<file path="src/rtl/miniscope_ctrl.sv">
// Miniscope RAM controller: free-running write pointer plus a triggered look-back readout.
// Read data arrives one clock after the read address, so valid, last and done trail the FSM by one cycle.
module miniscope_ctrl #(
  parameter int RAM_ADRB = 11,
  parameter int MXTBIN   = 5
) (
  input  logic                clock,
  input  logic                reset,
  input  logic                mini_write_en,
  input  logic [MXTBIN-1:0]   fifo_tbins_mini,
  input  logic [MXTBIN-1:0]   fifo_pretrig_mini,
  input  logic                mini_start,
  input  logic [1:0]          parity_err_mini,
  output logic                fifo_wen,
  output logic [RAM_ADRB-1:0] fifo_wadr_mini,
  output logic [RAM_ADRB-1:0] fifo_radr_mini,
  output logic                mini_busy,
  output logic                mini_rd_valid,
  output logic                mini_rd_last,
  output logic                mini_done,
  output logic                mini_perr,
  output logic                mini_ovf
);

  typedef enum logic [1:0] {IDLE, READ, FLUSH} state_t;

  state_t              state, state_nxt;
  logic [MXTBIN-1:0]   cnt, cnt_nxt;
  logic [RAM_ADRB-1:0] radr_nxt;
  logic                accept;
  logic                accept_zero;
  logic                read_end;

  // FLUSH accepts a new start so a request landing on the done cycle is not lost.
  always_comb begin
    state_nxt   = state;
    cnt_nxt     = cnt;
    radr_nxt    = fifo_radr_mini;
    accept      = mini_start && (state != READ);
    accept_zero = accept && (fifo_tbins_mini == '0);
    read_end    = (state == READ) && (cnt == MXTBIN'(1));
    case (state)
      IDLE, FLUSH: begin
        state_nxt = IDLE;
        if (accept && !accept_zero) begin
          state_nxt = READ;
          cnt_nxt   = fifo_tbins_mini;
          radr_nxt  = fifo_wadr_mini - {{(RAM_ADRB-MXTBIN){1'b0}}, fifo_pretrig_mini};
        end
      end
      READ: begin
        radr_nxt = fifo_radr_mini + RAM_ADRB'(1);
        cnt_nxt  = cnt - MXTBIN'(1);
        if (read_end) state_nxt = FLUSH;
      end
      default: state_nxt = IDLE;
    endcase
  end

  always_ff @(posedge clock) begin
    if (reset) begin
      state          <= IDLE;
      cnt            <= '0;
      fifo_wen       <= 1'b0;
      fifo_wadr_mini <= '0;
      fifo_radr_mini <= '0;
      mini_rd_valid  <= 1'b0;
      mini_rd_last   <= 1'b0;
      mini_done      <= 1'b0;
      mini_perr      <= 1'b0;
      mini_ovf       <= 1'b0;
    end else begin
      state          <= state_nxt;
      cnt            <= cnt_nxt;
      fifo_radr_mini <= radr_nxt;
      fifo_wen       <= mini_write_en;
      if (fifo_wen) fifo_wadr_mini <= fifo_wadr_mini + RAM_ADRB'(1);
      mini_rd_valid  <= (state == READ);
      mini_rd_last   <= read_end;
      mini_done      <= read_end || accept_zero;
      // A new readout starts with a clean parity flag even if the old last word was bad.
      if (accept) mini_perr <= 1'b0;
      else if (mini_rd_valid && (|parity_err_mini)) mini_perr <= 1'b1;
      if (mini_start && (state == READ)) mini_ovf <= 1'b1;
    end
  end

  assign mini_busy = (state != IDLE);

endmodule

</file>
<file path="config.mk">
export PLATFORM = sky130hd
export DESIGN_NAME = miniscope_ctrl
export DESIGN_NICKNAME = d
export VERILOG_FILES = /design/src/rtl/miniscope_ctrl.sv
export SDC_FILE = /design/constraint.sdc
export NUM_CORES = 1
export LEC_CHECK = 0
export ABC_AREA = 1
export ABC_CLOCK_PERIOD_IN_PS = 2100
export BUFFER_PORTS_ARGS = -buffer_cell sky130_fd_sc_hd__buf_2
export CELL_PAD_IN_SITES_DETAIL_PLACEMENT = 1
export CELL_PAD_IN_SITES_GLOBAL_PLACEMENT = 2
export CORE_UTILIZATION = 30
export DETAILED_ROUTE_END_ITERATION = 8
export PLACE_DENSITY = 0.91
export RECOVER_POWER = 25
export SYNTH_ARGS = -nofsm -noshare
export SYNTH_HDL_FRONTEND = slang
export SYNTH_SLANG_ARGS = --single-unit
</file>
<file path="constraint.sdc">
create_clock -name clock -period 2.1 [get_ports clock]
set_input_delay 0.105 -clock clock [delete_from_list [all_inputs] [get_ports clock]]
set_output_delay 0.105 -clock clock [all_outputs]
set_load 0.01 [all_outputs]
</file>
# [Yosys cells after proc, flatten, opt, wreduce, memory -nomap -nowiden]
# Cells that the tools add are included.
[word_totals] reg_bits=35 in_bits=16 output_inout_bits=29
[classes] add_sub_neg=4 eq_ne=6 n_mux=7 n_reduce_logical=16
[ops] operator="adder 11 x 1 -> 11 bit, second input constant" count=2
[ops] operator="one-hot mux 11 bit (2 select lines)" count=1
[ops] operator="two-way mux 11 bit" count=1
[ops] operator="subtractor 11 x 5 -> 11 bit" count=1
[ops] operator="one-hot mux 5 bit (2 select lines)" count=1
[ops] operator="logical AND 1 bit" count=6
[ops] operator="OR reduction 2 bit" count=3
[ops] operator="equality test 5 x 1 -> 1 bit, second input constant" count=1
[ops] operator="zero test 5 bit" count=1
[ops] operator="two-way mux 5 bit" count=1
[ops] operator="subtractor 5 x 1 -> 5 bit, second input constant" count=1
[ops] operator="!= test 2 bit, second input constant" count=2
[ops] operator="one-hot mux 2 bit (2 select lines)" count=1
[ops] operator="nonzero test 2 bit" count=2
[ops] operator="equality test 2 x 1 -> 1 bit, second input constant" count=1
[ops] operator="equality test 2 bit, second input constant" count=1
[ops] operator="zero test 2 bit" count=1
[ops] operator="two-way mux 2 bit" count=1
[ops] operator="!= test 2 x 1 -> 1 bit, second input constant" count=1
[ops] operator="AND reduction 2 bit" count=1
[ops] operator="zero test 1 bit" count=1
[ops] operator="logical OR 1 bit" count=1
[ops] operator="two-way mux 1 bit" count=1

# [Depth between registers and ports, before layout]
# Gate-level depths: netlist of run 1.
[depth] ltp_word=7 depth_mapped=11

# [Worst setup path before layout of run 1]
# OpenSTA, ideal clock, no wires.
[synth_timing] kind="flip-flop to flip-flop" startpoint="register fifo_wadr_mini[0]" endpoint="register fifo_radr_mini[8]" arrival_time_ps=1677 setup_slack_ps=354 stages_incl_launch_ff=12 n_path_buf=0 period_less_slack_ps=1746 path_cell_list="dfxtp_1 -> inv_1 -> ha_1 -> inv_1 -> fa_1 -> nand2_1 -> nor2_1 -> o21ai_1 -> nand3b_1 -> nand3_1 -> nand2_1 -> a21oi_2"
[synth_via] elab_chain_len=3
[synth_lines] item="start: declaration" line="15" source="output logic [RAM_ADRB-1:0] fifo_wadr_mini,"
[synth_lines] item="start signal: assignment" line="77" source="if (fifo_wen) fifo_wadr_mini <= fifo_wadr_mini + RAM_ADRB'(1);"
[synth_lines] item="subtractor 11 x 5 -> 11 bit" line="48" source="radr_nxt = fifo_wadr_mini - {{(RAM_ADRB-MXTBIN){1'b0}}, fifo_pretrig_mini};"
[synth_lines] item="two-way mux 11 bit" line="45" source="if (accept && !accept_zero) begin"
[synth_lines] item="one-hot mux 11 bit (2 select lines)" line="42" source="case (state)"
[synth_lines] item="end signal: assignment" line="75" source="fifo_radr_mini <= radr_nxt;"
[synth_lines] item="end: declaration" line="16" source="output logic [RAM_ADRB-1:0] fifo_radr_mini,"
# No other way between the ends. The select of a mux whose other input is x is not followed.
# A chain may end at the register's enable or synchronous reset.

# [Final worst setup path of run 1]
# Same ends and word-level chain as after synthesis.

==> results of run 1 <==
cell type report:
type                            instances  area (µm²)
Fill cell                             943        4350
Timing Repair Buffer                   50         244
Tap cell                               96         120
Clock buffer                            6        82.6
Multi-Input combinational cell        240        1290
Clock inverter                          1        5.00
Sequential cell                        35         701
Inverter                               39         149
flip-flops by register name, summed over array words and instances, names as in the netlist:
| register | flops |
|---|---|
| fifo_radr_mini | 11 |
| fifo_wadr_mini | 11 |
| cnt | 5 |
| state | 2 |
| fifo_wen | 1 |
| mini_done | 1 |
| mini_ovf | 1 |
| mini_perr | 1 |
| mini_rd_last | 1 |
| mini_rd_valid | 1 |
cell usage after synthesis, types with 2 or more instances:
cell type / n
nand2_1: 66
nor2_1: 40
dfxtp_1: 35
inv_1: 34
nand3_1: 34
o21ai_0: 20
a21oi_1: 13
a31oi_1: 9
ha_1: 9
nand4_1: 7
a21oi_2: 5
nand2_2: 5
buf_2: 4
inv_2: 4
nor3_1: 4
xor2_1: 4
nand3b_1: 3
buf_6: 2
nor2_4: 2
o21ai_1: 2
or2_2: 2
power by group:
| group | switching [µW] | total (µW) | leakage, µW | internal [µW] |
|---|---|---|---|---|
| combinational | 254 | 409 | 0.000836 | 155 |
| sequential | 62.0 | 778 | 0.000287 | 716 |
| clock | 257 | 515 | 0.0000470 | 258 |
| total | 573 | 1700 | 0.00117 | 1130 |
critical path, stage by stage (launching register included):
cell	delay, ns
dfxtp_1	0.34
inv_1	0.10
ha_1	0.15
inv_1	0.06
fa_1	0.43
nand2_1	0.09
nor2_1	0.05
o21ai_1	0.23
nand3b_1	0.11
nand3_1	0.09
nand2_1	0.06
a21oi_2	0.10
metal layers:
metal	up-vias	track usage	wire length (µm)	part of all wire
met5	-	0	0	0
met4	0	0.0477	57	0.0088
met3	8	0.0294	166	0.026
met2	34	0.308	3070	0.48
met1	1056	0.233	3150	0.49
li1	1160	-	-	-
path summary, 6_finish.rpt:
kind	endpoint	slack, ns	start	cells after the start
worst max-delay path	fifo_radr_mini[8]	0.20	fifo_wadr_mini[0]	11
worst min-delay path	fifo_wen	0.02	mini_write_en	3
worst max register to register	fifo_radr_mini[8]	0.20	fifo_wadr_mini[0]	11
worst min register to register	mini_perr	0.47	mini_perr	2
through the flow:
stage | utilization | total power [µW]
finish | 0.373 | 1700
global route | 0.373 | 1800
CTS | 0.376 | 1730
detailed placement | 0.364 | 1210
global placement | 0.364 | 1200
floorplan | - | 1070
logic make-up after synthesis:
logic type | after synthesis | share of synthesized area
compound gates | 57 | 0.155
fa+ha+maj | 10 | 0.0605
buf+inv | 47 | 0.0924
simple gates | 168 | 0.353
flops | 35 | 0.319
xor+xnor | 5 | 0.0200
==> summary.md, run 1 <==
| Metric | Value |
|---|---|
| Initial antenna violation count | `0` |
| Final setup viols | `0` |
| Final design instance area without fill | `2590 µm²` |
| DP Cell Count | `460` |
| First-pass GRT wire length | `10.6 mm` |
| Largest net degree at the start of global routing | `20` |
| Crit Path Class | `reg2reg` |
| Post-CTS Setup Repair Bufs | `0` |
| CTS root buf | `clkbuf_8` |
| Main area contributors after synthesis | `dfxtp_1 (32%), nand2_1 (11%), nand3_1 (7.8%)` |
| Vias in the first global route | `2243` |
| Final period util | `0.904` |
| CP Data Arrival Time | `2.11 ns` |
| Final Non-Filler Cells | `467` |
| Max Cap Violations | `0` |
| # nets final | `397` |
| PnR worst setup slack | `0.201 ns` |
| Vias | `2258` |
| Clk_lat worst skew | `0.29 ns` |
| Synth top area share | `0.319` |
| Antenna viol nets, final | `0` |
| Max Freq | `0.527 GHz` |
| Num rows | `30` |
| Seq cells post-synth | `35` |
| Clock Path Buffers | `2` |
| Die ar. | `7660 µm²` |
| Number of distinct library cells after synthesis | `39` |
| Leakage | `0.00117 µW` |
| GPL Wtd Cong | `0.801` |
| Syn. warnings | `0` |
| Commonest cells after routing, fill and taps aside | `nand2_1 (66), nor2_1 (40), dfxtp_1 (35)` |
| DRC | `0` |
| Die H | `87.5 µm` |
| Cell taking the most area after synthesis | `dfxtp_1` |
| Synthesized instance count | `322` |
| Crit path capture type | `register` |
| PostCTS Resize Cnt | `0` |
| Wirelength, routed | `6.45 mm` |
| Area after DPL | `2520 µm²` |
| Crit path max fanout | `4` |
| Minimum clock period | `1.90 ns` |
| Place WS | `0.233 ns` |
| CTS tree | `done` |
| Core area | `6940 µm²` |
| WL/cell | `13.8 µm` |
| Setup Total Neg Slack | `0 ns` |
| DRT Pass-1 Iters | `4` |
| Critical path data required time | `2.32 ns` |
| Post-synth top flop | `dfxtp_1` |
| ANT cells | `0` |
| Power Density | `657 nW/µm²` |
| Min-delay worst type | `in2reg` |
| Fin Clk Skew | `0.00860 ns` |
| Slew Viols, Final | `0` |
| Sequential-to-total area share from yosys stat | `0.319` |
| Final count of hold timing violations | `0` |
| Clock-pin slew on the worst setup and hold paths | `0.08 ns` |
| CTS Buf Count | `5` |
| Die Width | `87.5 µm` |
| Via/cell ratio | `4.84` |
| Worst slew margin | `0.405` |
| I/O pin count | `45` |
| Htree depth | `2` |
| Initial Util | `0.316` |
| Initial DRC Count | `56` |
| Netlist Area Pre-Place | `2190 µm²` |
| Sink Count | `35` |
| Startpoint Class | `register` |
| Worst-Margin Slew | `0.892 ns` |
| Layout area overhead | `18.1%` |
| Post-synthesis async set-or-reset flop share | `0` |
| Most common cell after layout, fill and taps aside | `nand2_1` |
| Maximum VDD drop | `0.268 mV` |
| Share of cells above drive strength 1 | `0.183` |
| Syn Area/Cell | `6.81 µm²` |
| Status | `finished clean` |
| Tot GR Track Use | `0.179` |
| Syn_nets | `348` |
| Hold_buf cts | `0` |
| DP HPWL | `4.98 mm` |
| GRT overflow | `0` |
| Port buffer count | `44` |
| EDFF count, synth | `0` |
| Worst hold slack | `0.0190 ns` |
| RSZ-0062 raised after global routing | `false` |
(Power assumes the default switching activity.)
==> run 2, diff against run 1 <==
--- a/config.mk
+++ b/config.mk
@@ -12,8 +12,9 @@
 export CELL_PAD_IN_SITES_GLOBAL_PLACEMENT = 2
 export CORE_UTILIZATION = 30
 export DETAILED_ROUTE_END_ITERATION = 8
+export GPL_ROUTABILITY_DRIVEN = 1
+export GPL_TIMING_DRIVEN = 0
 export PLACE_DENSITY = 0.91
-export RECOVER_POWER = 25
 export SYNTH_ARGS = -nofsm -noshare
 export SYNTH_HDL_FRONTEND = slang
 export SYNTH_SLANG_ARGS = --single-unit
==> summary.md, run 2 (synthesis results as in run 1) <==
| Metric | Value |
|---|---|
| Status | `finished clean` |
| Fin Clk Skew | `0.00950 ns` |
| Crit path max fanout | `4` |
| DP HPWL | `5.11 mm` |
| Most common cell after layout, fill and taps aside | `nand2_1` |
| Clock-pin slew on the worst setup and hold paths | `0.08 ns` |
| Slowest CP cell | `fa_1` |
| Startpoint Class | `register` |
| Post-layout util | `0.378` |
| Antenna viol nets, final | `0` |
| Worst-Margin Slew | `0.687 ns` |
| Vias | `2282` |
| Die ar. | `7660 µm²` |
| Min-delay worst type | `in2reg` |
| Worst slew margin | `0.542` |
| Final setup viols | `0` |
| DRT Pass-1 Iters | `4` |
| Via/cell ratio | `4.87` |
| Max incr delay on CP | `0.43 ns` |
| CP Data Arrival Time | `2.12 ns` |
| Die Width | `87.5 µm` |
| Share of cells above drive strength 1 | `0.228` |
| ANT cells | `0` |
| Initial DRC Count | `91` |
| Final count of hold timing violations | `0` |
| GPL Wtd Cong | `0.781` |
| Leakage | `0.00123 µW` |
| Num rows | `30` |
| RSZ-0062 raised after global routing | `false` |
| Initial antenna violation count | `0` |
| Htree depth | `2` |
| I/O pin count | `45` |
| Worst r2r src | `fifo_wadr_mini[0]` |
| Critical Path Start | `fifo_wadr_mini[0]` |
| Slew Viols, Final | `0` |
| CTS root buf | `clkbuf_8` |
| Clock Path Buffers | `2` |
| CTS Buf Count | `5` |
| Clk_lat worst skew | `0.29 ns` |
| Initial Util | `0.316` |
| Pwr Total | `1710 µW` |
| Final period util | `0.904` |
| Layout area overhead | `19.7%` |
| Die H | `87.5 µm` |
| Setup Total Neg Slack | `0 ns` |
| WL/cell | `13.8 µm` |
| Critical path data required time | `2.32 ns` |
| Tot GR Track Use | `0.182` |
| Max Cap Violations | `0` |
| Core area | `6940 µm²` |
| Vias in the first global route | `2296` |
| Crit Path Class | `reg2reg` |
| # nets final | `399` |
| Largest net degree at the start of global routing | `11` |
| Maximum VDD drop | `0.248 mV` |
| Max Freq | `0.527 GHz` |
| Minimum clock period | `1.90 ns` |
| Sink Count | `35` |
| Hold_buf cts | `0` |
| First-pass GRT wire length | `10.8 mm` |
| Port buffer count | `44` |
| Worst min-delay path startpoint | `mini_write_en` |
| Power Density | `653 nW/µm²` |
| Commonest cells after routing, fill and taps aside | `nand2_1 (66), buf_2 (48), nor2_1 (40)` |
| Worst-path cell chain | `inv_1, ha_1, inv_1, fa_1, nand2_1, nor2_1, o21ai_2, nand3b_1, nand3_1, nand2_1, a21oi_2` |
| CTS tree | `done` |
| GRT overflow | `0` |
| Crit path capture type | `register` |
| Biggest regs | `fifo_radr_mini: 11 flops, fifo_wadr_mini: 11 flops, cnt: 5 flops` |
| Post-CTS Setup Repair Bufs | `0` |
| Wirelength, routed | `6.47 mm` |
| Fill cells | `925` |
| DRC | `0` |
[run 2: path summary, 6_finish.rpt]
path / end / slack (ns) / cells past startpoint
setup / recovery: fifo_radr_mini[8] / 0.20 / 11
hold / removal: fifo_wen / 0.04 / 3
setup reg to reg: fifo_radr_mini[8] / 0.20 / 11
hold reg to reg: mini_ovf / 0.46 / 2
[run 2: layout make-up]
class,count,area (µm²),area share
inverters,39,149,0.0567
plain buffers,8,53.8,0.0205
clock buffers,6,82.6,0.0315
repair buffers,44,220,0.0839
multi-input cells,240,1290,0.493
flip-flops and latches,35,701,0.267
clock inverters,1,5.00,0.00191
well taps,96,120,0.0458
[run 2: timing repair]
action | in CTS | in global routing
gates resized for setup | 0 | 1
hold endpoints to repair | 0 | 0
setup endpoints to repair | 0 | 2
[run 2: critical path, delay by kind of cell (launching register included)]
family | cells | cell delay, ns
compound gates | 2 | 0.29
fa+ha+maj | 2 | 0.58
buf+inv | 2 | 0.16
flops | 1 | 0.34
simple gates | 5 | 0.47
[run 2: where the power goes]
group / switching, µW / leakage [µW] / internal [µW]
Clock: 253 / 0.0000470 / 258
Combinational: 251 / 0.000900 / 166
Sequential: 70.3 / 0.000287 / 716
[run 2: metrics by stage]
stage          instances  instance area (µm²)  setup WS (ns)  hold WS (ns)
2_1_floorplan        322                 2190          0.354         0.183
3_3_place_gp         462                 2530          0.144         0.312
3_5_place_dp         462                 2530          0.100         0.326
4_1_cts              469                 2620         0.0816        0.0228
5_1_grt              469                 2630         0.0135        0.0384
6_report             469                 2630          0.201        0.0355
[run 2: routing by layer]
layer / up-vias / track usage / wire (µm)
li1: 1166 / - / -
met1: 1074 / 0.243 / 3200
met2: 37 / 0.310 / 3040
met3: 5 / 0.0265 / 185
met4: 0 / 0.0373 / 42
met5: - / 0 / 0
==> run 3, diff against run 2 <==
--- a/config.mk
+++ b/config.mk
@@ -8,13 +8,11 @@
 export ABC_AREA = 1
 export ABC_CLOCK_PERIOD_IN_PS = 2100
 export BUFFER_PORTS_ARGS = -buffer_cell sky130_fd_sc_hd__buf_2
-export CELL_PAD_IN_SITES_DETAIL_PLACEMENT = 1
-export CELL_PAD_IN_SITES_GLOBAL_PLACEMENT = 2
-export CORE_UTILIZATION = 30
+export CORE_UTILIZATION = 51
 export DETAILED_ROUTE_END_ITERATION = 8
 export GPL_ROUTABILITY_DRIVEN = 1
 export GPL_TIMING_DRIVEN = 0
-export PLACE_DENSITY = 0.91
+export PLACE_DENSITY = 0.86
 export SYNTH_ARGS = -nofsm -noshare
 export SYNTH_HDL_FRONTEND = slang
 export SYNTH_SLANG_ARGS = --single-unit
==> summary.md, run 3 (synthesis results as in run 1) <==
| Metric | Value |
|---|---|
| Slowest CP cell | `fa_2` |
| Int Pwr | `1110 µW` |
| Switching pwr | `566 µW` |
| # nets final | `400` |
| RSZ-0062 raised after global routing | `false` |
| Initial Util | `0.541` |
| Via/cell ratio | `5.37` |
| I/O pin count | `45` |
| Initial DRC Count | `229` |
| WP buf/inv | `2` |
| Die Width | `67.6 µm` |
| Startpoint Class | `register` |
| Antenna viol nets, final | `0` |
| Max incr delay on CP | `0.37 ns` |
| CTS tree | `done` |
| Fin Clk Skew | `0.00787 ns` |
| Minimum clock period | `1.84 ns` |
| Clk_lat worst skew | `0.30 ns` |
| Setup Total Neg Slack | `0 ns` |
| Maximum VDD drop | `0.351 mV` |
| Core area | `4060 µm²` |
| Worst-path cell chain | `inv_1, ha_1, inv_1, fa_2, nand2_1, nor2_1, o21ai_2, nand3b_1, nand3_1, nand2_1, a21oi_2` |
| Clock group share of total power | `0.293` |
| Clock-pin slew on the worst setup and hold paths | `0.08 ns` |
| GPL Wtd Cong | `0.866` |
| Combinational Power Share | `0.242` |
| CTS root buf | `clkbuf_8` |
| Largest net degree at the start of global routing | `12` |
| First-pass GRT wire length | `9.00 mm` |
| Clock Path Buffers | `2` |
| Leakage | `0.00123 µW` |
| Max Freq | `0.543 GHz` |
| DP HPWL | `4.02 mm` |
| GRT overflow | `0` |
| Initial antenna violation count | `0` |
| Share of cells above drive strength 1 | `0.232` |
| Critical path's top delay family | `adder cells` |
| Critical path data required time | `2.33 ns` |
| PnR worst setup slack | `0.259 ns` |
| DRT Pass-1 Iters | `5` |
| Max Cap Violations | `0` |
| Die ar. | `4570 µm²` |
| ANT cells | `0` |
| Layout area overhead | `17.4%` |
| Power Density | `652 nW/µm²` |
| Flop pwr share | `0.465` |
| Most common cell after layout, fill and taps aside | `nand2_1` |
| Commonest cells after routing, fill and taps aside | `nand2_1 (66), buf_2 (48), nor2_1 (40)` |
| Port buffer count | `44` |
| Switch share | `0.337` |
| CP Data Arrival Time | `2.07 ns` |
| Wirelength, routed | `5.44 mm` |
| CTS Buf Count | `5` |
| Num rows | `23` |
| Slew Viols, Final | `0` |
| Vias in the first global route | `2047` |
| Worst-Margin Slew | `0.657 ns` |
| Final setup viols | `0` |
| WL/cell | `12.8 µm` |
| DRC | `0` |
| Biggest regs | `fifo_radr_mini: 11 flops, fifo_wadr_mini: 11 flops, cnt: 5 flops` |
| Final count of hold timing violations | `0` |
| Post-layout util | `0.635` |
| Crit path capture type | `register` |
| Die H | `67.6 µm` |
| Sink Count | `35` |
| Crit path max fanout | `4` |
| Place WS | `0.148 ns` |
| Tot GR Track Use | `0.263` |
| Crit Path Class | `reg2reg` |
| Vias | `2283` |
| Htree depth | `2` |
| Hold_buf cts | `0` |
| Final period util | `0.877` |
| Worst slew margin | `0.562` |
| Status | `finished clean` |
| Min-delay worst type | `in2reg` |
run 3: cell count changes in the layout (fill, tap and decap cells not counted):
cell / change
clkbuf_1: +1
buf_4: +1
fa_2: +1
clkinvlp_4: +1
clkbuf_8: -1
fa_1: -1
run 3: layout make-up:
| cell class | instances | area, µm² |
|---|---|---|
| Timing Repair Buffer | 45 | 228 |
| Multi-Input combinational cell | 240 | 1300 |
| Sequential cell | 35 | 701 |
| Buffer | 8 | 53.8 |
| Clock buffer | 6 | 72.6 |
| Tap cell | 50 | 62.6 |
| Fill cell | 382 | 1480 |
| Clock inverter | 2 | 12.5 |
| Inverter | 39 | 149 |
run 3: metal layers:
layer  part of all wire  vias to the layer above  track usage
met3              0.044                        6       0.0524
met2               0.49                       66        0.436
met4              0.014                        0        0.101
met1               0.45                     1045        0.331
li1                   -                     1166            -
met5                  0                        -            0
run 3: final timing paths:
path,start,end,slack (ns),cells past startpoint
worst max-delay path,fifo_wadr_mini[0],fifo_radr_mini[8],0.26,11
worst min-delay path,mini_write_en,fifo_wen,0.03,3
worst max register to register,fifo_wadr_mini[0],fifo_radr_mini[8],0.26,11
worst min register to register,mini_perr,mini_perr,0.47,2
run 3: worst reg2reg max path: stages, from the launching register on:
cell,delay (ns)
dfxtp_1,0.34
inv_1,0.10
ha_1,0.15
inv_1,0.06
fa_2,0.37
nand2_1,0.09
nor2_1,0.06
o21ai_2,0.21
nand3b_1,0.10
nand3_1,0.10
nand2_1,0.07
a21oi_2,0.11
run 3: power groups by stage:
stage,Sequential (µW),Clock (µW),Combinational (µW)
detailed placement,795,0,401
global placement,792,0,391
floorplan,800,0,271
CTS,780,498,403
finish,782,492,407
global route,791,516,458
run 3: per-stage QoR:
stage / cell area, µm² / hold WS, ns / instances / total power (µW)
2_1_floorplan: 2190 / 0.183 / 322 / 1070
3_3_place_gp: 2480 / 0.308 / 416 / 1180
3_5_place_dp: 2480 / 0.335 / 416 / 1200
4_1_cts: 2560 / 0.0261 / 424 / 1680
5_1_grt: 2570 / 0.0282 / 425 / 1770
6_report: 2570 / 0.0277 / 425 / 1680
run 3: repair_timing:
action	4_1_cts	5_1_grt
setup buffers	0	1
setup endpoints to repair	0	2
gates resized for setup	0	2
